--- config.mk ---
export PLATFORM = sky130hd
export DESIGN_NAME = gcd_xcel
export DESIGN_NICKNAME = d
export VERILOG_FILES = /design/src/rtl/gcd_xcel.sv
export SDC_FILE = /design/constraint.sdc
export NUM_CORES = 1
export LEC_CHECK = 0
export BUFFER_PORTS_ARGS = -buffer_cell sky130_fd_sc_hd__buf_2
export CAP_MARGIN = 0
export CORE_MARGIN = 10
export CORE_UTILIZATION = 28
export DETAILED_ROUTE_END_ITERATION = 6
export PLACE_DENSITY = 0.57
export SYNTH_ARGS = -nofsm -noshare
export SYNTH_HDL_FRONTEND = slang
export SYNTH_SLANG_ARGS = --single-unit
--- constraint.sdc ---
create_clock -name wb_clk_i -period 2.45 [get_ports wb_clk_i]
set_input_delay 0.1225 -clock wb_clk_i [delete_from_list [all_inputs] [get_ports wb_clk_i]]
set_output_delay 0.1225 -clock wb_clk_i [all_outputs]
set_load 0.01 [all_outputs]
--- src/rtl/gcd_xcel.sv ---
// gcd_xcel: iterative 16-bit GCD accelerator using Euclid's subtract/swap
// algorithm, with a small circular response FIFO so a new request can be
// accepted before earlier results are read.
// Optional feature: define GCD_CYCLE_COUNT_EN to add the cyc_cnt output, which
// reports how many CALC cycles the last completed computation took.
module gcd_xcel #(
  parameter int W          = 16,
  parameter int RESP_DEPTH = 2
) (
  input  logic           wb_clk_i,
  input  logic           wb_rst_i,
  input  logic           req_val,
  output logic           req_rdy,
  input  logic [2*W-1:0] req_msg,
  output logic           resp_val,
  input  logic           resp_rdy,
  output logic [W-1:0]   resp_msg
`ifdef GCD_CYCLE_COUNT_EN
  ,
  output logic [W-1:0]   cyc_cnt
`endif
);

  localparam int PW = (RESP_DEPTH > 1) ? $clog2(RESP_DEPTH) : 1;
  localparam logic [PW:0] DEPTH_C = RESP_DEPTH[PW:0];

  typedef enum logic [1:0] {
    IDLE = 2'd0,
    CALC = 2'd1,
    DONE = 2'd2
  } state_t;

  state_t        r_state;
  state_t        w_next_state;

  logic [W-1:0]  r_a;
  logic [W-1:0]  r_b;
  logic [W-1:0]  r_mem [RESP_DEPTH];
  logic [PW-1:0] r_wr_ptr;
  logic [PW-1:0] r_rd_ptr;
  logic [PW:0]   r_count;

  logic          w_req_fire;
  logic          w_pop;
  logic          w_push;
  logic          w_full;
  logic          w_a_lt_b;
  logic          w_b_zero;

  assign w_a_lt_b = (r_a < r_b);
  assign w_b_zero = (r_b == '0);
  assign w_full   = (r_count == DEPTH_C);

  // State register; reset aborts any computation in flight.
  always_ff @(posedge wb_clk_i or posedge wb_rst_i) begin
    if (wb_rst_i) r_state <= IDLE;
    else          r_state <= w_next_state;
  end

  // Next-state logic: accept, iterate until B reaches zero, then wait for FIFO space.
  always_comb begin
    w_next_state = r_state;
    case (r_state)
      IDLE:    if (w_req_fire) w_next_state = CALC;
      CALC:    if (!w_a_lt_b && w_b_zero) w_next_state = DONE;
      DONE:    if (w_push) w_next_state = IDLE;
      default: w_next_state = IDLE;
    endcase
  end

  // Output and handshake decode; a full FIFO still has space if it pops this cycle.
  always_comb begin
    req_rdy    = (r_state == IDLE);
    resp_val   = (r_count != '0);
    resp_msg   = r_mem[r_rd_ptr];
    w_req_fire = req_val && req_rdy;
    w_pop      = resp_val && resp_rdy;
    w_push     = (r_state == DONE) && (!w_full || w_pop);
  end

  // Operand registers: latch on accept, then one swap or subtract per CALC cycle.
  always_ff @(posedge wb_clk_i or posedge wb_rst_i) begin
    if (wb_rst_i) begin
      r_a <= '0;
      r_b <= '0;
    end else if (w_req_fire) begin
      r_a <= req_msg[2*W-1:W];
      r_b <= req_msg[W-1:0];
    end else if (r_state == CALC) begin
      if (w_a_lt_b) begin
        r_a <= r_b;
        r_b <= r_a;
      end else if (!w_b_zero) begin
        r_a <= r_a - r_b;
      end
    end
  end

  // Response FIFO: circular buffer; the result is A while the FSM sits in DONE.
  always_ff @(posedge wb_clk_i or posedge wb_rst_i) begin
    if (wb_rst_i) begin
      for (int i = 0; i < RESP_DEPTH; i++) r_mem[i] <= '0;
      r_wr_ptr <= '0;
      r_rd_ptr <= '0;
      r_count  <= '0;
    end else begin
      if (w_push) begin
        r_mem[r_wr_ptr] <= r_a;
        r_wr_ptr        <= r_wr_ptr + 1'b1;
      end
      if (w_pop) r_rd_ptr <= r_rd_ptr + 1'b1;
      case ({w_push, w_pop})
        2'b10:   r_count <= r_count + 1'b1;
        2'b01:   r_count <= r_count - 1'b1;
        default: r_count <= r_count;
      endcase
    end
  end

`ifdef GCD_CYCLE_COUNT_EN
  logic [W-1:0] r_calc_cnt;
  logic [W-1:0] w_cnt_inc;

  assign w_cnt_inc = (&r_calc_cnt) ? r_calc_cnt : (r_calc_cnt + 1'b1);

  // Saturating CALC-cycle counter; the total is published when entering DONE.
  always_ff @(posedge wb_clk_i or posedge wb_rst_i) begin
    if (wb_rst_i) begin
      r_calc_cnt <= '0;
      cyc_cnt    <= '0;
    end else if (w_req_fire) begin
      r_calc_cnt <= '0;
    end else if (r_state == CALC) begin
      r_calc_cnt <= w_cnt_inc;
      if (!w_a_lt_b && w_b_zero) cyc_cnt <= w_cnt_inc;
    end
  end
`endif

endmodule

After elaboration in Yosys (flattened, before gate mapping)

Index checks and enable logic that the tools add are counted.
Widths: inputs -> output; s select.

Register bits after elaboration: 70
Output and inout port bits: 18
Logic and storage cells: 63
Input bits: 36

Reduce and logical (&&, ||, !) cells: 17
Bitwise operators: 2
Muxes and demuxes: 18
Equality and inequality tests: 9
Order comparisons: 4
Add/subtract/negate cells: 5

Operators with widths:

| kind                | count |
|---|---|
| $mux 16             | 11 |
| $bwmux 32           | 1 |
| $demux 16 s1        | 1 |
| $logic_not 16->1    | 1 |
| $lt 16x16->1        | 1 |
| $sub 16x16->16      | 1 |
| $reduce_bool 2->1   | 4 |
| $eq 2x2->1 const B  | 3 |
| $mux 2              | 3 |
| $pmux 2 s3          | 1 |
| $logic_and 1x1->1   | 5 |
| $eq 2x1->1 const B  | 2 |
| $ge 2x2->1 const B  | 2 |
| $ne 2x2->1 const B  | 2 |
| $not 1->2           | 2 |
| $pmux 2 s2          | 1 |
| $reduce_and 2->1    | 2 |
| $ne 3x3->1 const B  | 1 |
| $reduce_and 3->1    | 1 |
| $add 1x1->1 const B | 2 |
| $add 2x1->2 const B | 1 |
| $logic_not 1->1     | 2 |
| $logic_not 2->1     | 1 |
| $lt 2x1->1 const B  | 1 |
| other kinds (3)     | 3 |

Depth between registers and ports, before layout

Gate-level depths: netlist (run 1).

Depth in word-level cells: 6
Gate-level depth with buffers: 12
Gate-level depth less buffers: 11

Least setup slack after synthesis (run 1)

No wires, ideal clock.

Kind: reg2reg
Start point: register r_a[0]
End point: register r_b[0]
Stages on the path, launching flop included: 13
Data arrival time: 2.425 ns
Setup slack: -0.107 ns
Clock period less this slack: 2.557 ns
Data required time: 2.318 ns
Cell sequence: dfrtp_1 -> inv_1 -> ha_1 -> fa_1 -> nand2b_1 -> a21oi_1 -> o211a_1 -> a21o_1 -> or3_1 -> buf_6 -> buf_6 -> mux2i_1 -> o21ai_1

Word-level cells in the longest chain between the ends: 3
Elaborated cells between the ends (all ways): 6

Ends and longest elaborated chain:

| element                                                       | line   | text |
|---|---|---|
| start, declared                                               | 36     | `logic [W-1:0] r_a;` |
| start signal, assigned                                        | 87     | `r_a <= req_msg[2*W-1:W];` |
| start signal, assigned                                        | 91     | `r_a <= r_b;` |
| start signal, assigned                                        | 94     | `r_a <= r_a - r_b;` |
| $lt 16x16->1 or $mux 16 (tied branches)                       | 50, 90 |  |
| $reduce_bool 2->1 (no source line) or $mux 16 (tied branches) | n/a    |  |
| $reduce_and 2->1 (no source line) or $mux 16 (tied branches)  | n/a    |  |
| end signal, assigned                                          | 88     | `r_b <= req_msg[W-1:0];` |
| end signal, assigned                                          | 92     | `r_b <= r_a;` |
| end, declared                                                 | 37     | `logic [W-1:0] r_b;` |

Several ways; a longest one is shown, not always the timed one. The select of a mux whose other input is x is not followed.
A chain may end at the register's enable or synchronous reset.

Worst setup path in the final report (run 1)

Start point: register r_b[5]
End point: register r_b[9]

Word-level cells in the longest chain between the ends: 3

Ends and longest elaborated chain:

| element                            | line | text |
|---|---|---|
| $lt 16x16->1                       | 50   | `assign w_a_lt_b = (r_a < r_b);` |
| $reduce_bool 2->1 (no source line) | n/a  |  |
| $reduce_and 2->1 (no source line)  | n/a  |  |

Every way passes these cells.

==> results of run 1 <==
## Yosys cell counts, types with 2 or more instances
cell      count
and4_1        2
mux2_2       47
or3_1         2
a31oi_1       3
o31ai_1       2
nand2b_1      7
nor3_1        5
o211ai_1      7
nor2b_1       2
clkbuf_1     13
ha_1         17
and2_1        3
o211a_1       2
o21a_1        5
buf_2         4
inv_1        23
buf_6         2
nor4_1        3
nand2_1      38
o21ai_1      12
a211oi_1      5
nand3_1       3
mux2i_1      17
a22oi_1       3
a31o_2        2
o21ai_0      32
xor2_1        8
a2111o_1      2
nand4_1       3
dfrtp_1      70
xnor2_1       6
nor2_1       23
a21o_1        8
a221oi_1      3
a21oi_1      15
## cell families after synthesis
group / after synthesis / synth area share
buffers and inverters: 43 / 0.04365
muxes: 64 / 0.1683
adders and majority gates: 18 / 0.05599
AOI/OAI and AO/OA: 111 / 0.1719
DFF: 70 / 0.4214
xor gates and xnor gates: 14 / 0.02950
and+or+nand+nor: 96 / 0.1093
## worst reg2reg max path, cell delays in order (launching register included)
cell	delay (ps)
dfrtp_1	380
inv_2	80
ha_4	210
a21o_1	210
nand2b_4	160
o211a_4	270
a21o_1	190
or3_4	400
buf_12	180
mux2i_1	190
o21ai_1	70
## worst min-delay path by stage
| stage | end | slack [ps] | cells past startpoint |
|---|---|---|---|
| detailed placement | r_mem[18]$_DFFE_PP0P_ | 230 | 2 |
| floorplan | r_b[10]$_DFFE_PP0P_ | 240 | 2 |
| CTS | r_b[11]$_DFFE_PP0P_ | 0.2 | 3 |
| finish | r_b[1]$_DFFE_PP0P_ | 5 | 3 |
| global route | r_b[4]$_DFFE_PP0P_ | 20 | 3 |
| global placement | r_mem[17]$_DFFE_PP0P_ | 230 | 2 |
## per-layer routing
metal,vias up,part of all wire,GRT usage
met2,109,0.48,0.1945
met1,1801,0.45,0.1522
met5,-,0,0
li1,1751,-,-
met4,0,0.026,0.05810
met3,23,0.050,0.02303
## cell type report
class,count,area (sq um),share of cell area
clock buffers,9,225.2,0.03922
inverters,23,86.33,0.01503
flip-flops and latches,70,1754,0.3054
well taps,184,230.2,0.04009
multi-input cells,303,2444,0.4255
repair buffers,129,915.9,0.1595
clock inverters,6,87.58,0.01525
## timing repair
item / in CTS / in global routing
endpoints found under the setup margin: 31 / 32
hold endpoints to repair: 32 / 0
gates cloned: 1 / 0
setup buffers: 11 / 5
pin swaps: 12 / 10
gates resized for setup: 23 / 23
hold buffers: 6 / 0
## sequential cells by signal, indices dropped and copies added (netlist names)
register,count
r_wr_ptr,1
r_count,2
r_rd_ptr,1
r_a,16
r_mem,32
r_b,16
r_state,2
## per-stage QoR
step / instance area, sq um / total power [uW]
2_1_floorplan: 4172 / 5153
6_report: 5743 / 9343
4_1_cts: 5593 / 8843
3_3_place_gp: 5005 / 6727
3_5_place_dp: 5005 / 6814
5_1_grt: 5743 / 9975
## report_power, final
group          switching [uW]  leakage (uW)  internal, uW
sequential                319      0.000901          1510
combinational            3000       0.00171          3130
clock                     506      0.000155           885
total                    3820       0.00277          5520
## cells in the final DEF, fill, tap and decap left out, types with 4 or more instances in the layout
| master | instances |
|---|---|
| dfrtp_1 | 68 |
| a21oi_1 | 12 |
| o21a_1 | 5 |
| mux2i_1 | 14 |
| ha_4 | 7 |
| nor3_1 | 4 |
| buf_2 | 53 |
| o211ai_1 | 7 |
| dlygate4sd3_1 | 6 |
| ha_1 | 9 |
| xor2_1 | 8 |
| a21o_1 | 8 |
| o21ai_0 | 26 |
| nor2_1 | 23 |
| clkbuf_16 | 9 |
| inv_1 | 18 |
| o21ai_1 | 16 |
| a211oi_1 | 5 |
| mux2_2 | 47 |
| nand2_1 | 38 |
| buf_4 | 64 |
| xnor2_1 | 6 |
| nand2b_1 | 6 |
| inv_2 | 5 |
==> results.md, run 1 <==
- Result of the run: complete, but fails checks
- Violations in the final reports: negative setup slack
- Count of vias placed by the detailed router: 3684
- ANT cells: 0
- Launching instance or port of the critical path: r_b[5]$_DFFE_PP0P_
- Setup slack of the most critical reg-to-reg path: -10 ps
- Cell count after placement: 686
- Post-detailed-routing wire length: around 12 mm
- Post-Syn Nets: 470
- Number of ports placed on the die boundary: 54
- Antenna violations before repair: 0
- Final setup margin: -13.92 ps
- Filler cell count in the final layout: 1430
- Count of yosys warnings during synthesis: 0
- DRC errors left: 0
- Placement Setup Slack: -101.1 ps
- RSZ-0062 raised after global routing: true
- Number of synthesized flops with an enable pin: 0
- Hold path startpoint: req_msg[1]
- Critical Path, Cell by Cell: inv_2 -> ha_4 -> a21o_1 -> nand2b_4 -> o211a_4 -> a21o_1 -> or3_4 -> buf_12 -> mux2i_1 -> o21ai_1
- Slowest-stage cell, CP: or3_4
- Pwr/cell area: 1627 nW/um^2
- Crit path arrival time: approximately 2700 ps
- Die height: 141.8 microns
- Number of buffers created by CTS: 9
- Layout-stage area growth over the synthesis result: 38.17%
- Number of nets still failing antenna checks after routing: 0
- Max-slew headroom: 0.4841
- Pins Over Slew Limit: 0
- Count of mapped cells out of synthesis: 416
- Worst reg2reg path depth: 10
- Final critical-path required period: 2464 ps
- Overflow left after global routing: 0
- Die extent in x: 141.8 microns
- Endpoint type of the worst setup path: flop
- Ranking of synthesized cells by area: dfrtp_1 42%, mux2_2 13%, ha_1 5.1%
- Buffer cell driving the clock tree root: clkbuf_16
- Endpoint of the lowest-slack register-to-register path: r_b[9]$_DFFE_PP0P_
- Area of the die: 20120 sq um
- Tightest hold margin: about 5.2 ps
- Worst clock skew: 6.413 ps
- Asr flop ratio synth: 1.000
- Cell row count: 44
- Routed wirelength normalized by instance count: 17.02 microns
- Pin count of the biggest net entering global routing: 44
- CTS max path bufs: 2
- Core Footprint: 14530 sq um
- Via/cell ratio: roughly 5
- Latest clock arrival within the worst-skew pair: 340 ps
- Required time worst endpoint: 2670 ps
- Leak: ~0.0028 uW
- Number of buffer and inverter instances along the worst setup path: 2
- Starting Density: 0.2860
- Most Frequent Cell on Critical Path: a21o_1
- H-Tree Depth: 3
- Overall global routing resource usage: 0.1209
- End point of the critical path: r_b[9]$_DFFE_PP0P_
- Share of layout cells above drive strength 1: 0.4148
- TritonCTS Sinks: 70
- Unique cell type count in the Yosys netlist: 52
- Largest area contributor in the synthesized netlist: dfrtp_1
- Accumulated negative setup slack: -33.42 ps
- Startpoint of the most critical register-to-register path: r_b[5]$_DFFE_PP0P_
- Number of maximum-capacitance violations: 0
- Number of synthesized register bits: 70
- Type of the setup path with the least slack: reg2reg
- Global-route wire length before repair: 19.61 mm
- Post-layout utilization of the core: 0.3951
- Final clock period utilization by the worst path: 1.006
- Count of final setup violators: 3
- HPWL after DPL: approximately 9 mm
- Area share of the largest cell type after synthesis: 0.4214
- TritonCTS clock tree: yes
- Transition time of the tightest slew-check pin: 773.9 ps
- Leading register cell type out of synthesis: dfrtp_1
- Fraction of the yosys area taken by sequential cells: 0.4214
- Worst hold path class: in2reg
- Largest voltage drop on the vdd net: 0.0006489 V
- Critical path fanouts, max: 7
- Number of port buffers: between 50 and 60
- Worst-path clk slew: 60 ps
- Combined area of all synthesized cells: 4156 sq um
- Gp weighted congestion: 0.9544
- Startpoint type of the worst setup path: flop
- Endpoints failing hold: 0
- Post-Syn Area per Cell: 9.992 sq um
- Max Fclk: 0.4059 GHz
- Via count of the first global-routing pass: 3842
- Final Non-Filler Cells: 724
- Kind of cell adding the most delay to the critical path: compound AO/OA/AOI/OAI gates
- Total iterations of the first detailed-routing run: 5
- Crit. path cell count: 10
- Worst path max stage delay: 400 ps
- Starting DRT DRC Count: between 200 and 300
- Number of nets in the finished design: 590
Note: power is estimated with default switching activity, not from simulation.
==> run 2: changes to the inputs <==
==> constraint.sdc (replaced) <==
create_clock -name wb_clk_i -period 2.45 [get_ports wb_clk_i]
set_input_delay 0.49 -clock wb_clk_i [delete_from_list [all_inputs] [get_ports wb_clk_i]]
set_output_delay 0.49 -clock wb_clk_i [all_outputs]
set_load 0.01 [all_outputs]
==> results.md, run 2 (synthesized netlist as in run 1, its figures left out) <==
- Placement Setup Slack: -93.10 ps (was -101.1 ps)
- Sequential share of power: 0.191 (was 0.195)
- Buffer cell driving the clock tree root: clkbuf_16 (unchanged)
- Critical Path, Cell by Cell: inv_2 -> ha_4 -> fa_2 -> nand2b_4 -> a21oi_4 -> o211a_4 -> a21o_1 -> or3_4 -> buf_12 -> mux2i_2 -> o21ai_1 (was inv_2 -> ha_4 -> a21o_1 -> nand2b_4 -> o211a_4 -> a21o_1 -> or3_4 -> buf_12 -> mux2i_1 -> o21ai_1)
- Crit path arrival time: 2680 ps (was 2690 ps)
- Max FFs per register: 32 (unchanged)
- Endpoints failing hold: 0 (unchanged)
- Worst reg2reg path depth: 11 (was 10)
- Worst path max stage delay: 390 ps (was 400 ps)
- Pin count of the biggest net entering global routing: 71 (was 44)
- Leak: 0.002759 uW (was 0.002767 uW)
- Starting DRT DRC Count: 205 (was 290)
- Reported net switching power: 3800 uW (was 3820 uW)
- Die height: 141.8 microns (unchanged)
- Pwr/cell area: 1638 nW/um^2 (was 1627 nW/um^2)
- Global-route wire length before repair: 19.17 mm (was 19.61 mm)
- Number of nets in the finished design: 588 (was 590)
- Count of final setup violators: 2 (was 3)
- Latest clock arrival within the worst-skew pair: 340 ps (about the same)
- Post-detailed-routing wire length: 12.38 mm (was 12.32 mm)
- Via count of the first global-routing pass: 3670 (was 3842)
- Violations in the final reports: negative setup slack (unchanged)
- Number of port buffers: 53 (unchanged)
- Number of buffers created by CTS: 9 (unchanged)
- Type of the setup path with the least slack: reg2reg (unchanged)
- DRC errors left: 0 (unchanged)
- Starting Density: 0.2860 (unchanged)
- Routed met2 length: 5.856 mm (was 5.875 mm)
- CTS max path bufs: 2 (unchanged)
- Number of maximum-capacitance violations: 0 (unchanged)
- Kind of cell adding the most delay to the critical path: compound AO/OA/AOI/OAI gates (unchanged)
- Via/cell ratio: 4.917 (was 5.088)
- Area of the die: 20120 sq um (unchanged)
- RSZ-0062 raised after global routing: true (unchanged)
- Largest registers: r_mem (32), r_a (16), r_b (16) (unchanged)
- Endpoint type of the worst setup path: flop (unchanged)
- Transition time of the tightest slew-check pin: 557.5 ps (was 773.9 ps)
- Int Power: 5469 uW (was 5523 uW)
- Number of nets still failing antenna checks after routing: 0 (unchanged)
- Pins Over Slew Limit: 0 (unchanged)
- Final setup margin: -16.57 ps (was -13.92 ps)
- Share of power burned in combinational logic: 0.658 (was 0.656)
- TritonCTS Sinks: 70 (unchanged)
- Met3 WL: 618 microns (was 619 microns)
- Highest routing layer actually used: met4 (unchanged)
- Multi-input gate area: 2395 sq um (was 2444 sq um)
- ANT cells: 0 (unchanged)
- Worst-path clk slew: 60 ps (about the same)
- Layout-stage area growth over the synthesis result: 36.12% (was 38.17%)
- Setup slack of the most critical reg-to-reg path: -20 ps (was -10 ps)
- Max-slew headroom: 0.6274 (was 0.4841)
- Number of ports placed on the die boundary: 54 (unchanged)
- M1 wire length: 5.575 mm (was 5.511 mm)
- Leading cell types in the layout, fill and taps excluded: 69 x dfrtp_1, 67 x buf_4, 53 x buf_2 (was 68 x dfrtp_1, 64 x buf_4, 53 x buf_2)
- Core Footprint: 14530 sq um (unchanged)
- Post-layout instance area: 5658 sq um (was 5743 sq um)
- Most frequent standard cell in the layout excluding fill and tap cells: dfrtp_1 (unchanged)
- Number of buffer and inverter instances along the worst setup path: 2 (unchanged)
- H-Tree Depth: 3 (unchanged)
- Hold buffers post-CTS: 0 (was 6)
- Overall global routing resource usage: 0.1189 (was 0.1209)
- Largest Register: r_mem (unchanged)
- Critical path fanouts, max: 7 (unchanged)
- Required time worst endpoint: 2670 ps (about the same)
- Routed wirelength normalized by instance count: 17.12 microns (was 17.02 microns)
- Overflow left after global routing: 0 (unchanged)
- Final critical-path required period: 2467 ps (was 2464 ps)
- TritonCTS clock tree: yes (unchanged)
- HPWL after DPL: 9.010 mm (was 8.956 mm)
- Cell row count: 44 (unchanged)
- Die extent in x: 141.8 microns (unchanged)
- Total iterations of the first detailed-routing run: 4 (was 5)
- Share of layout cells above drive strength 1: 0.4137 (was 0.4148)
- Worst clock skew: 7.202 ps (was 6.413 ps)
- Antenna violations before repair: 0 (unchanged)
- Final clock period utilization by the worst path: 1.007 (was 1.006)
- Slowest-stage cell, CP: dfrtp_1 (was or3_4)
- Worst hold path class: in2async (was in2reg)
- Combined flip-flop and latch cell area: 1753 sq um (was 1754 sq um)
- Max Fclk: 0.4054 GHz (was 0.4059 GHz)
- Startpoint of the most critical register-to-register path: r_a[0]$_DFFE_PP0P_ (was r_b[5]$_DFFE_PP0P_)
- Total power after layout: 9269 uW (was 9343 uW)
- Clock power frac: 0.151 (was 0.149)
- Count of vias placed by the detailed router: 3555 (was 3684)
- Switching power as a share of total power: 0.4100 (was 0.4089)
- Startpoint type of the worst setup path: flop (unchanged)
- Endpoint of the lowest-slack register-to-register path: r_b[2]$_DFFE_PP0P_ (was r_b[9]$_DFFE_PP0P_)
- Cell area reported after detailed placement: 5030 sq um (was 5005 sq um)
- Result of the run: complete, but fails checks (unchanged)
- Tightest hold margin: 219.1 ps (was 5.221 ps)
- Largest voltage drop on the vdd net: 0.0006884 V (was 0.0006489 V)
- Gp weighted congestion: 0.9293 (was 0.9544)
- Filler cell count in the final layout: 1464 (was 1430)
[run 2: changes by cell type in the layout (fill, tap and decap cells not counted), sizes merged]
| cell | change |
|---|---|
| buf | +3 |
| clkbuf | +2 |
| clkinv | -1 |
| clkinvlp | +1 |
| dlygate4sd3 | -6 |
[run 2: power by group through the flow]
stage	sequential [uW]	clock, uW	combinational (uW)
after floorplan	1750	0	3400
after global placement	1750	0	5100
after detailed placement	1760	0	5140
after CTS	1750	1410	5430
after global routing	1810	1460	6640
final	1770	1400	6100
[run 2: stage by stage]
step | util | TNS [ps] | std cells
floorplan | - | 0 | 416
global placement | 0.3461 | -569.1 | 691
detailed placement | 0.3461 | -555.4 | 691
CTS | 0.3735 | -66.62 | 710
global route | 0.3893 | -1488 | 723
finish | 0.3893 | -17.35 | 723
[run 2: worst max path at each step]
| stage | endpoint | depth (start not counted) | startpoint |
|---|---|---|---|
| global route | r_b[2]$_DFFE_PP0P_ | 11 | r_a[0]$_DFFE_PP0P_ |
| detailed placement | r_a[15]$_DFFE_PP0P_ | 9 | r_b[1]$_DFFE_PP0P_ |
| global placement | r_a[5]$_DFFE_PP0P_ | 8 | r_b[1]$_DFFE_PP0P_ |
| floorplan | r_b[1]$_DFFE_PP0P_ | 10 | r_a[5]$_DFFE_PP0P_ |
| finish | r_b[2]$_DFFE_PP0P_ | 11 | r_a[0]$_DFFE_PP0P_ |
| CTS | r_a[15]$_DFFE_PP0P_ | 9 | r_b[2]$_DFFE_PP0P_ |
[run 2: per-layer routing]
layer  GRT usage  vias up
li1            -     1740
met1      0.1537     1705
met2      0.1869       89
met3     0.01969       21
met4     0.06025        0
met5           0        -
[run 2: worst min-delay path, stage by stage]
cell	delay, ps
buf_2	100
inv_2	60
buf_12	310
[run 2: layout make-up]
| type | instances | share of cell area |
|---|---|---|
| well taps | 184 | 0.04069 |
| inverters | 23 | 0.01526 |
| multi-input cells | 303 | 0.4233 |
| clock buffers | 10 | 0.04047 |
| repair buffers | 127 | 0.1552 |
| flip-flops and latches | 70 | 0.3098 |
| clock inverters | 6 | 0.01526 |
[run 2: repair_timing]
| item | CTS | global route |
|---|---|---|
| setup buffers | 3 | 12 |
| gates cloned | 0 | 1 |
| pin swaps | 8 | 9 |
| endpoints found under the setup margin | 23 | 32 |
| resized for setup | 15 | 26 |
